--- src/rtl/syn_fifo_if.sv ---
// rtl/syn_fifo_if.sv - write/read handshake and status bundle for syn_fifo
interface syn_fifo_if #(
  parameter int DATA_WIDTH = 8,
  parameter int ADDR_WIDTH = 4
);
  logic [DATA_WIDTH-1:0] data_in;
  logic                  wr_en;
  logic                  rd_en;
  logic [DATA_WIDTH-1:0] data_out;
  logic                  full;
  logic                  empty;
  logic                  almost_full;
  logic                  almost_empty;
  logic [ADDR_WIDTH:0]   count;
  logic                  overflow;
  logic                  underflow;

  // Producer/consumer side: drives requests, observes data and status
  modport master (
    output data_in, wr_en, rd_en,
    input  data_out, full, empty, almost_full, almost_empty, count, overflow, underflow
  );

  // FIFO side
  modport slave (
    input  data_in, wr_en, rd_en,
    output data_out, full, empty, almost_full, almost_empty, count, overflow, underflow
  );
endinterface

--- src/rtl/syn_fifo.sv ---
// rtl/syn_fifo.sv - single-clock FIFO with standard/FWFT read, fill count and thresholds
module syn_fifo #(
  parameter int DATA_WIDTH    = 8,
  parameter int ADDR_WIDTH    = 4,
  parameter bit FWFT          = 1'b0,
  parameter int AFULL_THRESH  = (1 << ADDR_WIDTH) - 2,
  parameter int AEMPTY_THRESH = 2
) (
  input logic       clk,
  input logic       rst,
  syn_fifo_if.slave bus
);

  localparam int DATA_DEPTH = 1 << ADDR_WIDTH;
  localparam logic [ADDR_WIDTH:0] DEPTH_C  = (ADDR_WIDTH + 1)'(DATA_DEPTH);
  localparam logic [ADDR_WIDTH:0] AFULL_C  = (ADDR_WIDTH + 1)'(AFULL_THRESH);
  localparam logic [ADDR_WIDTH:0] AEMPTY_C = (ADDR_WIDTH + 1)'(AEMPTY_THRESH);
  localparam logic [ADDR_WIDTH:0] ONE      = (ADDR_WIDTH + 1)'(1);

  logic [DATA_WIDTH-1:0] mem [DATA_DEPTH];
  logic [ADDR_WIDTH:0]   wr_ptr;
  logic [ADDR_WIDTH:0]   rd_ptr;
  logic [ADDR_WIDTH:0]   count_q;
  logic                  overflow_q;
  logic                  underflow_q;
  logic                  wr_acc;
  logic                  rd_acc;

  // Status flags decode only the registered count, so they never follow wr_en/rd_en combinationally
  assign bus.count        = count_q;
  assign bus.full         = (count_q == DEPTH_C);
  assign bus.empty        = (count_q == '0);
  assign bus.almost_full  = (count_q >= AFULL_C);
  assign bus.almost_empty = (count_q <= AEMPTY_C);
  assign bus.overflow     = overflow_q;
  assign bus.underflow    = underflow_q;

  // A full FIFO still accepts a read and an empty FIFO still accepts a write,
  // which gives the simultaneous-request priorities without extra terms
  assign wr_acc = bus.wr_en & ~bus.full;
  assign rd_acc = bus.rd_en & ~bus.empty;

  // Storage is never reset; stale contents are unreachable once the pointers clear
  always_ff @(posedge clk) begin
    if (wr_acc) mem[wr_ptr[ADDR_WIDTH-1:0]] <= bus.data_in;
  end

  // Pointers, fill count and one-cycle error pulses
  always_ff @(posedge clk or posedge rst) begin
    if (rst) begin
      wr_ptr      <= '0;
      rd_ptr      <= '0;
      count_q     <= '0;
      overflow_q  <= 1'b0;
      underflow_q <= 1'b0;
    end else begin
      if (wr_acc) wr_ptr <= wr_ptr + ONE;
      if (rd_acc) rd_ptr <= rd_ptr + ONE;
      if (wr_acc && !rd_acc)      count_q <= count_q + ONE;
      else if (!wr_acc && rd_acc) count_q <= count_q - ONE;
      overflow_q  <= bus.wr_en & bus.full;
      underflow_q <= bus.rd_en & bus.empty;
    end
  end

  generate
    if (FWFT) begin : g_fwft
      // Head word is presented straight from the registered read pointer; rd_en only pops
      assign bus.data_out = mem[rd_ptr[ADDR_WIDTH-1:0]];
    end else begin : g_std
      logic [DATA_WIDTH-1:0] dout_q;

      // Output register loads the head word on an accepted read and otherwise holds
      always_ff @(posedge clk or posedge rst) begin
        if (rst)         dout_q <= '0;
        else if (rd_acc) dout_q <= mem[rd_ptr[ADDR_WIDTH-1:0]];
      end

      assign bus.data_out = dout_q;
    end
  endgenerate

endmodule

--- src/flat_wrapper.sv ---
// flat-port wrapper written by rule: the top's interface ports become plain ports
module syn_fifo_flat 
#(
  parameter int DATA_WIDTH    = 8,
  parameter int ADDR_WIDTH    = 4,
  parameter bit FWFT          = 1'b0,
  parameter int AFULL_THRESH  = (1 << ADDR_WIDTH) - 2,
  parameter int AEMPTY_THRESH = 2
)
  (clk, rst, bus_data_in, bus_wr_en, bus_rd_en, bus_data_out, bus_full, bus_empty, bus_almost_full, bus_almost_empty, bus_count, bus_overflow, bus_underflow);
  syn_fifo_if #(.DATA_WIDTH(DATA_WIDTH), .ADDR_WIDTH(ADDR_WIDTH)) bus_i ();
  input logic clk;
  input logic rst;
  input wire logic [$bits(bus_i.data_in)-1:0] bus_data_in;
  input wire logic [$bits(bus_i.wr_en)-1:0] bus_wr_en;
  input wire logic [$bits(bus_i.rd_en)-1:0] bus_rd_en;
  output wire logic [$bits(bus_i.data_out)-1:0] bus_data_out;
  output wire logic [$bits(bus_i.full)-1:0] bus_full;
  output wire logic [$bits(bus_i.empty)-1:0] bus_empty;
  output wire logic [$bits(bus_i.almost_full)-1:0] bus_almost_full;
  output wire logic [$bits(bus_i.almost_empty)-1:0] bus_almost_empty;
  output wire logic [$bits(bus_i.count)-1:0] bus_count;
  output wire logic [$bits(bus_i.overflow)-1:0] bus_overflow;
  output wire logic [$bits(bus_i.underflow)-1:0] bus_underflow;
  assign bus_i.data_in = bus_data_in;
  assign bus_i.wr_en = bus_wr_en;
  assign bus_i.rd_en = bus_rd_en;
  assign bus_data_out = bus_i.data_out;
  assign bus_full = bus_i.full;
  assign bus_empty = bus_i.empty;
  assign bus_almost_full = bus_i.almost_full;
  assign bus_almost_empty = bus_i.almost_empty;
  assign bus_count = bus_i.count;
  assign bus_overflow = bus_i.overflow;
  assign bus_underflow = bus_i.underflow;
  syn_fifo #(.DATA_WIDTH(DATA_WIDTH), .ADDR_WIDTH(ADDR_WIDTH), .FWFT(FWFT), .AFULL_THRESH(AFULL_THRESH), .AEMPTY_THRESH(AEMPTY_THRESH)) u_core (.clk(clk), .rst(rst), .bus(bus_i));
endmodule
--- config.mk ---
export PLATFORM = sky130hd
export DESIGN_NAME = syn_fifo_flat
export DESIGN_NICKNAME = d
export VERILOG_FILES = /design/src/rtl/syn_fifo_if.sv /design/src/rtl/syn_fifo.sv /design/src/flat_wrapper.sv
export SDC_FILE = /design/constraint.sdc
export NUM_CORES = 1
export LEC_CHECK = 0
export CORE_ASPECT_RATIO = 0.75
export CORE_UTILIZATION = 59
export DETAILED_ROUTE_END_ITERATION = 6
export HOLD_SLACK_MARGIN = 0.12
export PLACE_DENSITY = 0.89
export SKIP_LAST_GASP = 1
export SLEW_MARGIN = 0
export SYNTH_ARGS = -nofsm -noshare
export SYNTH_HDL_FRONTEND = slang
export SYNTH_SLANG_ARGS = --single-unit
--- constraint.sdc ---
create_clock -name clk -period 2.85 [get_ports clk]
set_input_delay 0.57 -clock clk [delete_from_list [all_inputs] [get_ports clk]]
set_output_delay 0.57 -clock clk [all_outputs]
set_load 0.02 [all_outputs]
==> results of run 1 <==
## logic make-up (layout without fill, tap and decap cells)
family / after synthesis / count (layout)
multiplexers: 48 / 48
XOR/XNOR: 10 / 10
AO/OA/AOI/OAI: 19 / 19
flip-flops: 151 / 151
AND/OR/NAND/NOR: 54 / 54
adder cells (fa/ha/maj): 10 / 10
buffers and inverters: 26 / 97
## synthesized netlist by cell type (2+ instances only)
| cell type | count |
|---|---|
| sky130_fd_sc_hd__a21o_1 | 2 |
| sky130_fd_sc_hd__a21oi_1 | 3 |
| sky130_fd_sc_hd__and2_1 | 2 |
| sky130_fd_sc_hd__buf_1 | 2 |
| sky130_fd_sc_hd__buf_2 | 6 |
| sky130_fd_sc_hd__buf_4 | 4 |
| sky130_fd_sc_hd__buf_6 | 3 |
| sky130_fd_sc_hd__clkbuf_1 | 2 |
| sky130_fd_sc_hd__dfrtp_1 | 23 |
| sky130_fd_sc_hd__edfxtp_1 | 128 |
| sky130_fd_sc_hd__ha_1 | 9 |
| sky130_fd_sc_hd__inv_1 | 8 |
| sky130_fd_sc_hd__mux2i_1 | 16 |
| sky130_fd_sc_hd__mux4_2 | 32 |
| sky130_fd_sc_hd__nand2_1 | 21 |
| sky130_fd_sc_hd__nand2b_1 | 3 |
| sky130_fd_sc_hd__nand4_1 | 2 |
| sky130_fd_sc_hd__nor2_1 | 15 |
| sky130_fd_sc_hd__nor2b_1 | 2 |
| sky130_fd_sc_hd__nor3_1 | 4 |
| sky130_fd_sc_hd__o21ai_0 | 4 |
| sky130_fd_sc_hd__o221ai_1 | 7 |
| sky130_fd_sc_hd__xnor2_1 | 8 |
| sky130_fd_sc_hd__xor2_1 | 2 |
## how the worst min path moves through the flow
stage | end | slack, ns | cells after the start
floorplan | u_core.rd_ptr[1]$_DFFE_PP0P_ | 0.56 | 3
global placement | u_core.bus.data_out[1]$_DFFE_PP0P_ | 0.48 | 2
detailed placement | u_core.bus.data_out[1]$_DFFE_PP0P_ | 0.48 | 2
CTS | u_core.bus.data_out[1]$_DFFE_PP0P_ | 0.50 | 2
global route | u_core.bus.data_out[1]$_DFFE_PP0P_ | 0.52 | 2
finish | u_core.bus.data_out[1]$_DFFE_PP0P_ | 0.50 | 2
## through the flow
step	hold WS, ns	utilization [%]	instances	cell area (µm²)
2_1_floorplan	0.562	-	318	6090
3_3_place_gp	0.478	67.8	489	6660
3_5_place_dp	0.484	67.8	489	6660
4_1_cts	0.498	74.1	521	7270
5_1_grt	0.521	74.1	521	7270
6_report	0.496	74.1	521	7270
## tightest hold or removal path, stage by stage, from the launching register on
cell	delay [ns]
sky130_fd_sc_hd__dfrtp_1	0.34
sky130_fd_sc_hd__nand2_1	0.06
sky130_fd_sc_hd__o221ai_1	0.06
## state kept, by name (all words and copies together) (netlist names)
signal	count
u_core.mem	128
u_core.rd_ptr	4
u_core.bus.overflow	1
u_core.bus.count	5
u_core.wr_ptr	4
u_core.bus.data_out	8
u_core.bus.underflow	1
## power breakdown
group / switching [W] / leakage, nW / total [W] / internal, W
clock network: 0.000852 / 0.284 / 0.00231 / 0.00146
registers: 0.000246 / 1.43 / 0.00300 / 0.00275
logic: 0.00118 / 0.831 / 0.00231 / 0.00114
## layout by cell type (no fill, tap or decap), types with 4 or more instances in the layout
cell | netlist | routed
sky130_fd_sc_hd__nand2_1 | 21 | 21
sky130_fd_sc_hd__buf_4 | 4 | 25
sky130_fd_sc_hd__clkdlybuf4s50_1 | 0 | 30
sky130_fd_sc_hd__o221ai_1 | 7 | 7
sky130_fd_sc_hd__clkinvlp_4 | 0 | 4
sky130_fd_sc_hd__mux2i_1 | 16 | 16
sky130_fd_sc_hd__inv_1 | 8 | 8
sky130_fd_sc_hd__bufinv_16 | 0 | 4
sky130_fd_sc_hd__nor2_1 | 15 | 15
sky130_fd_sc_hd__nor3_1 | 4 | 4
sky130_fd_sc_hd__edfxtp_1 | 128 | 128
sky130_fd_sc_hd__xnor2_1 | 8 | 8
sky130_fd_sc_hd__o21ai_0 | 4 | 4
sky130_fd_sc_hd__dfrtp_1 | 23 | 21
sky130_fd_sc_hd__mux4_2 | 32 | 32
sky130_fd_sc_hd__clkbuf_16 | 0 | 17
sky130_fd_sc_hd__ha_1 | 9 | 7
## cell type report
cell class / instances / area [µm²]
sequential: 151 / 4420
fill: 562 / 2540
multi-input combinational: 141 / 1520
timing repair buffer: 56 / 508
clock buffer: 19 / 433
clock inverter: 13 / 180
tap: 132 / 165
inverter: 9 / 38.8
## metal layers
| metal | vias up | global-route usage [%] | part of all wire [%] |
|---|---|---|---|
| met3 | 10 | 7.99 | 7.1 |
| met4 | 0 | 8.02 | 0.75 |
| met2 | 125 | 36.6 | 50 |
| met5 | - | 0 | 0 |
| met1 | 1640 | 32.1 | 42 |
| li1 | 1368 | - | - |
==> results.txt, run 1 <==
The minimum clock period came out at about 2.7 ns. The count of port buffers added during placement came out at 30. The netlist uses 34 different library cells.

The top-level I/O count came out at 31. Of all cell types, the one taking the most synthesized area is sky130_fd_sc_hd__edfxtp_1. The number of max-slew violations in the final report is 0. The slack of the worst reg-to-reg path came out at 0.21 ns. The share of async-settable or async-resettable flops after synthesis came out at 15.2%. Among all flip-flop cells after synthesis, the most frequent one is sky130_fd_sc_hd__edfxtp_1.

Clock-pin slew was measured on the worst setup and hold paths at roughly 0.060 ns. The worst-case reg-to-reg path depth came out at 11. The worst setup path is launched from a flip-flop.

For this block, the initial DRC count from the detailed router was 240. The source of the worst hold timing path is u_core.bus.data_out[1]$_DFFE_PP0P_. The antenna diode count came out at 0. In this run the cell area of the synthesized design comes to between 6000 and 7000 µm². The first-pass GRT wire length came out at approximately 18000 µm. The highest achievable clock rate came out at approximately 0.37 GHz.

The detailed-route wire length per cell is 22.1 µm. The data arrival time at the worst-slack endpoint is between 2 and 2.5 ns. The synthesis-stage register bit count came out at 151.

The number of sinks on the clock net came out at around 150. The maximum number of pins on one net before global-route repair is 28. At the placement stage, the worst setup path has a slack of ~0.024 ns. The mean instance size in the synthesized netlist is ~19 µm². The tightest min-delay check is of the reg -> reg type. The floorplan row count came out at 31.

The peak supply drop came out at 0.498 mV. The synthesized instance count is 318. By area, the combinational part of the netlist is dominated by multiplexers. The die area is 10700 µm². Counting both buffers and inverters, the worst setup path holds a total of 1. Counting buffers and inverters, the worst setup path is 3 cells deep. The post-synthesis to final-layout area growth is 19.7%. The die boundary width came out at roughly 120 µm. After layout, the worst setup slack is 0.164 ns. In this run the power density over the cells is 1050 nW/µm². By area the synthesized netlist is led by sky130_fd_sc_hd__edfxtp_1, sky130_fd_sc_hd__mux4_2, sky130_fd_sc_hd__dfrtp_1.

The count of max-cap constraint violations is 0. Traced cell by cell, the critical path runs through or3_4 > nor3_4 > clkdlybuf4s50_1. The flow ran to the end, and the final reports show no timing, DRC or antenna violations. The buffer cell driving the clock tree root is sky130_fd_sc_hd__clkbuf_16. The final total negative setup slack came out at 0 ns.

The cell family contributing the most delay on the critical path is buffers and inverters. Setup repair after global routing left no endpoint under its margin. In this run the post-CTS setup repair buffer count came out at 0. The maximum count of clock buffers along a single path came out at 2.

The number of warning messages in the yosys log came out at 0. Multiplexer cells account for between 10 and 15% of the synthesized area. The net count of the finished layout is 398. The via count normalized by instance count is between 6 and 7.

The synthesized netlist devotes 4.24% of its cell area to simple gates. The number of setup violations in the final report is 0. The critical path starts at u_core.bus.count[2]$_DFFE_PP0P_. The effective utilization at floorplan is between 60% and 70%. The transition at the pin with the smallest max-transition slack is approximately 0.95 ns. The fraction of the cycle the final worst path needs is between 90% and 100%. The via count is around 3100. The compound-cell area share of the yosys netlist came out at under 10%. The number of iterations in the first detailed-routing pass is 6. Measured along the y axis, the die boundary spans between 80 and 90 µm. The share of the synthesized area in the top cell type came out at 63.3%. The number of antenna violations at the first check in global routing came out at 0. The weighted congestion at the end of routability-driven global placement came out at 0.779.

In this design, the stage delay of the slowest critical-path cell is roughly 0.63 ns. The most critical setup path has its endpoint at bus_empty. The depth of the CTS H-tree came out at 4. The total wire length is ~12000 µm.

By startpoint and endpoint, the worst setup path is classified as reg -> out. STA classifies the critical path endpoint as an output port. In this run, synthesis inferred 128 flip-flops with an integrated enable. The sequential element share of the synthesized area is between 70% and 80%. The number of hold buffers added after cts came out at 0. The synthesized netlist devotes under 10% of its cell area to adder and majority cells. The slowest stage of the critical path belongs to the cell sky130_fd_sc_hd__clkdlybuf4s50_1. The hold violation total from the final report is 0. The synthesized netlist devotes under 10% of its cell area to XOR and XNOR gates. TritonCTS built the clock tree.

Synthesis produced a netlist with a net count of 340. The clock skew is 0.0149 ns. The startpoint identified for the worst register-to-register timing path is u_core.bus.count[2]$_DFFE_PP0P_. The number of nets with antenna violations after routing is 0. The HPWL after detailed placement is between 7000 and 8000 µm. The number of global-route vias before repair came to between 3000 and 4000. For this design the static power due to leakage is approximately 2.5 nW.

The aggregate global routing overflow is 0. The total power is 0.00762 W. Of the cells placed in the final design, the portion with a size suffix greater than 1 is between 20 and 25%. The number of design rule violations left after detail routing is 0. Measured against its own limit, the worst slew margin works out to around 36%. The clock latency on the worst-skew pair came out at approximately 0.42 ns. Data on the critical path is required at its endpoint by between 2 and 2.5 ns. The total track usage is approximately a quarter. The CTS buffer count is 17.

The placeable core region came out at between 9000 and 10000 µm². The largest fanout on the critical path came out at 6. In this run the critical register-to-register path is captured at u_core.bus.count[4]$_DFFE_PP0P_. The post-cts resize count is 0.
No activity file was read; power rests on OpenSTA's default activity.
==> run 2: changes to the inputs <==
--- a/config.mk
+++ b/config.mk
@@ -5,11 +5,12 @@
 export SDC_FILE = /design/constraint.sdc
 export NUM_CORES = 1
 export LEC_CHECK = 0
+export CAP_MARGIN = 10
 export CORE_ASPECT_RATIO = 0.75
-export CORE_UTILIZATION = 59
+export CORE_UTILIZATION = 60
 export DETAILED_ROUTE_END_ITERATION = 6
 export HOLD_SLACK_MARGIN = 0.12
-export PLACE_DENSITY = 0.89
+export PLACE_DENSITY = 0.91
 export SKIP_LAST_GASP = 1
 export SLEW_MARGIN = 0
 export SYNTH_ARGS = -nofsm -noshare
==> constraint.sdc (replaced) <==
create_clock -name clk -period 3.2 [get_ports clk]
set_input_delay 0.64 -clock clk [delete_from_list [all_inputs] [get_ports clk]]
set_output_delay 0.64 -clock clk [all_outputs]
set_load 0.02 [all_outputs]
==> run 2 against run 1 <==
Routed wire length grew 1.8%. Worst hold slack improved by 0.024 ns. Final cell count is 0.58% lower. Setup slack improved by 0.31 ns. Critical path depth rose by 8. Cell area fell by 1.2%. Non-clock buffer count is 3 lower. Highest routed layer unchanged.
==> results.txt, run 2 (synthesized netlist as in run 1, its figures left out) <==
The flow ran to the end, and the final reports show no timing, DRC or antenna violations. The total track usage was 25.1% (+1.3 points). The HPWL after detailed placement came out at 7770 µm (+5.8%). The transition at the pin with the smallest max-transition slack came out at 0.947 ns (-0.00798 ns).

The number of nets with antenna violations after routing came out at 0 (unchanged). The final total negative setup slack came to 0 ns (unchanged). The maximum number of pins on one net before global-route repair came to 27 (-3.6%). The share of cells above drive strength 1 came out at 23.1% (-1.9 points). The total power is 0.00659 W (-14%).

The final design instance area without fill is 7180 µm² (-1.2%). The detailed router's first-iteration violation count is 270 (+13%). The die area was 10500 µm² (-1.6%). The post-placement cell area came to 6620 µm² (-0.60%). The antenna diode count is 0 (unchanged). The data required time at the worst endpoint is 3.54 ns (+1.26 ns). The post-cts resize count came to 0 (unchanged). The data arrival time at the worst-slack endpoint was 3.07 ns (+0.95 ns). The first-pass GRT wire length came out at 18400 µm (+2.0%). The count of non-filler cells in the finished layout came out at 518 (-0.58%). The worst-case reg-to-reg path depth is 11 (unchanged). The library cell used most frequently in the layout, excluding fill and tap cells, is sky130_fd_sc_hd__edfxtp_1. The worst slew margin relative to its limit came out at 36.8% (+0.53 points). The clock-pin slew on the worst setup and hold paths came out at 0.06 ns (about the same). The largest fanout on the critical path was 11 (+5). The aggregate global routing overflow is 0 (unchanged). Walking the worst path, the cells encountered are or3_4 > nor3_4 > nor2b_1 > clkinv_4 > ha_1 > inv_1 > ha_1 > a21o_1 > a21oi_1 > mux2i_1 > xnor2_1.

The buffer cell driving the clock tree root is sky130_fd_sc_hd__clkbuf_16. Setup repair after global routing left no endpoint under its margin. The post-layout utilization of the core came out at 73.8% (-0.31 points). The highest achievable clock rate is between 0.3 and 0.4 GHz. The CTS buffer count is 17 (unchanged).

The static leakage power is 2.53 nW (-0.62%). The count of placed standard cells including taps was 486 (-0.61%). The hold-critical path depth came out at 2 (unchanged). The endpoint class of the critical path is a flip-flop.

The path with the worst hold slack has its endpoint at u_core.bus.data_out[1]$_DFFE_PP0P_. The placeable core region was 9740 µm² (-0.79%). The count of port buffers added during placement came to 30 (unchanged). The depth of the CTS H-tree is 4 (unchanged).

TritonCTS built the clock tree. The die boundary width came out at 118 µm (-0.82%). The via count is 3133 (-0.32%). The number of global-route vias before repair came to 3283 (+2.1%). In this design, the critical path's most frequently occurring cell is sky130_fd_sc_hd__ha_1. The clock skew is 0.00946 ns (-0.00544 ns).

The buffer count from post-CTS setup fixing was 0 (unchanged). The total power divided by cell area is 918 nW/µm² (-12%). The cell family contributing the most delay on the critical path is simple AND/OR/NAND/NOR gates. The category of the critical setup timing path is reg -> reg. The net count reported at finish came out at 395 (-0.75%). The number of hold buffers added after cts came out at 0 (unchanged). The longest individual stage delay on the worst path came out at 0.44 ns (-0.19 ns).

The startpoint of the worst-slack reg-to-reg timing path is u_core.bus.count[2]$_DFFE_PP0P_. The worst setup path is launched from a flip-flop. The path type of the worst min-delay path is reg -> reg. The slack of the worst reg-to-reg path is 0.47 ns (+0.26 ns).

The count of max-cap constraint violations came to 0 (unchanged). The top-level I/O count came out at 31 (unchanged). The number of sinks on the clock net is 151 (unchanged). The cell count along the critical path came out at 11 (+8). The number of iterations in the first detailed-routing pass is 4 (-2). The peak supply drop came to 0.570 mV (+14%). The detailed-route wire length per cell is 22.6 µm (+2.4%). The fraction of the cycle the final worst path needs is between 80% and 90%.

The number of setup violations in the final report came out at 0 (unchanged). Subtracting the final worst setup slack from the clock period gives 2.73 ns. The total wire length came out at 11700 µm (+1.8%). The flip-flop count of the largest register after layout came out at 128 (unchanged). The maximum count of clock buffers along a single path came out at 2 (unchanged). The effective utilization at floorplan is 62.4% (+0.49 points).

The floorplan row count is 31 (unchanged). The hold violation total from the final report came out at 0 (unchanged). The number of design rule violations left after detail routing is 0 (unchanged). The weighted congestion at the end of routability-driven global placement came out at 0.762 (-2.2%).

The via count normalized by instance count came out at 6.05 (+0.26%). Among all stages on the critical path, the largest delay is contributed by sky130_fd_sc_hd__dfrtp_1. The number of antenna violations at the first check in global routing came out at 0 (unchanged).

The number of max-slew violations in the final report came to 0 (unchanged). In the layout the commonest cells are sky130_fd_sc_hd__edfxtp_1, sky130_fd_sc_hd__mux4_2, sky130_fd_sc_hd__clkdlybuf4s50_1, sky130_fd_sc_hd__dfrtp_1, sky130_fd_sc_hd__buf_4. The count of buffering cells on the critical path with inverters included was 2 (+1). The floorplan die height came out at 89.2 µm (-0.82%). The post-synthesis to final-layout area growth is 18.2%. The endpoint identified for the worst register-to-register timing path is u_core.bus.count[4]$_DFFE_PP0P_. The worst hold path begins at u_core.bus.data_out[1]$_DFFE_PP0P_. The clock latency on the worst-skew pair came to 0.42 ns (about the same).
==> run 2: cell types whose count changed in the layout (fill, tap and decap cells not counted), sizes merged <==
| cell | previous run | this run |
|---|---|---|
| clkbuf | 19 | 25 |
| buf | 26 | 23 |
| clkinvlp | 4 | 0 |
| inv | 8 | 9 |
| bufinv | 4 | 1 |
==> run 2: worst register-to-register path, delay by kind of cell (launching register included) <==
family / cells / cell delay (ns)
AND/OR/NAND/NOR: 3 / 0.69
flip-flops: 1 / 0.44
adder cells (fa/ha/maj): 2 / 0.56
XOR/XNOR: 1 / 0.13
AO/OA/AOI/OAI: 2 / 0.36
multiplexers: 1 / 0.23
buffers and inverters: 2 / 0.24
==> run 2: worst max-delay path by stage <==
stage | startpoint | end | slack, ns
after floorplan | u_core.bus.count[2]$_DFFE_PP0P_ | u_core.bus.count[4]$_DFFE_PP0P_ | 0.30
after global placement | bus_rd_en | u_core.bus.count[4]$_DFFE_PP0P_ | 0.21
after detailed placement | bus_rd_en | u_core.bus.count[4]$_DFFE_PP0P_ | 0.12
after CTS | u_core.bus.count[2]$_DFFE_PP0P_ | u_core.bus.count[4]$_DFFE_PP0P_ | 0.46
after global routing | u_core.bus.count[2]$_DFFE_PP0P_ | u_core.bus.count[4]$_DFFE_PP0P_ | 0.30
final | u_core.bus.count[2]$_DFFE_PP0P_ | u_core.bus.count[4]$_DFFE_PP0P_ | 0.47
==> run 2: layer usage <==
layer	GRT usage (%)	up-vias	part of all wire (%)
met3	7.27	23	7.2
li1	-	1362	-
met5	0	-	0
met1	33.7	1600	42
met2	39.6	148	49
met4	10.7	0	1.8
==> run 2: where the power goes <==
group / switching (W) / total (W) / leakage, nW / internal (W)
registers: 0.000275 / 0.00272 / 1.44 / 0.00244
logic: 0.000986 / 0.00197 / 0.816 / 0.000986
clock network: 0.000742 / 0.00190 / 0.281 / 0.00116
==> run 2: through the flow <==
| stage | setup slack, ns | hold WS [ns] |
|---|---|---|
| final | 0.470 | 0.520 |
| after global routing | 0.298 | 0.530 |
| after CTS | 0.461 | 0.515 |
| after detailed placement | 0.120 | 0.491 |
| after global placement | 0.210 | 0.479 |
| after floorplan | 0.303 | 0.562 |
==> run 2: cell type report <==
cell class                 instances  area [µm²]
clock inverter                     7        68.8
timing repair buffer              53         485
sequential                       151        4420
fill                             557        2550
tap                              132         165
clock buffer                      25         497
inverter                           9        38.8
multi-input combinational        141        1510
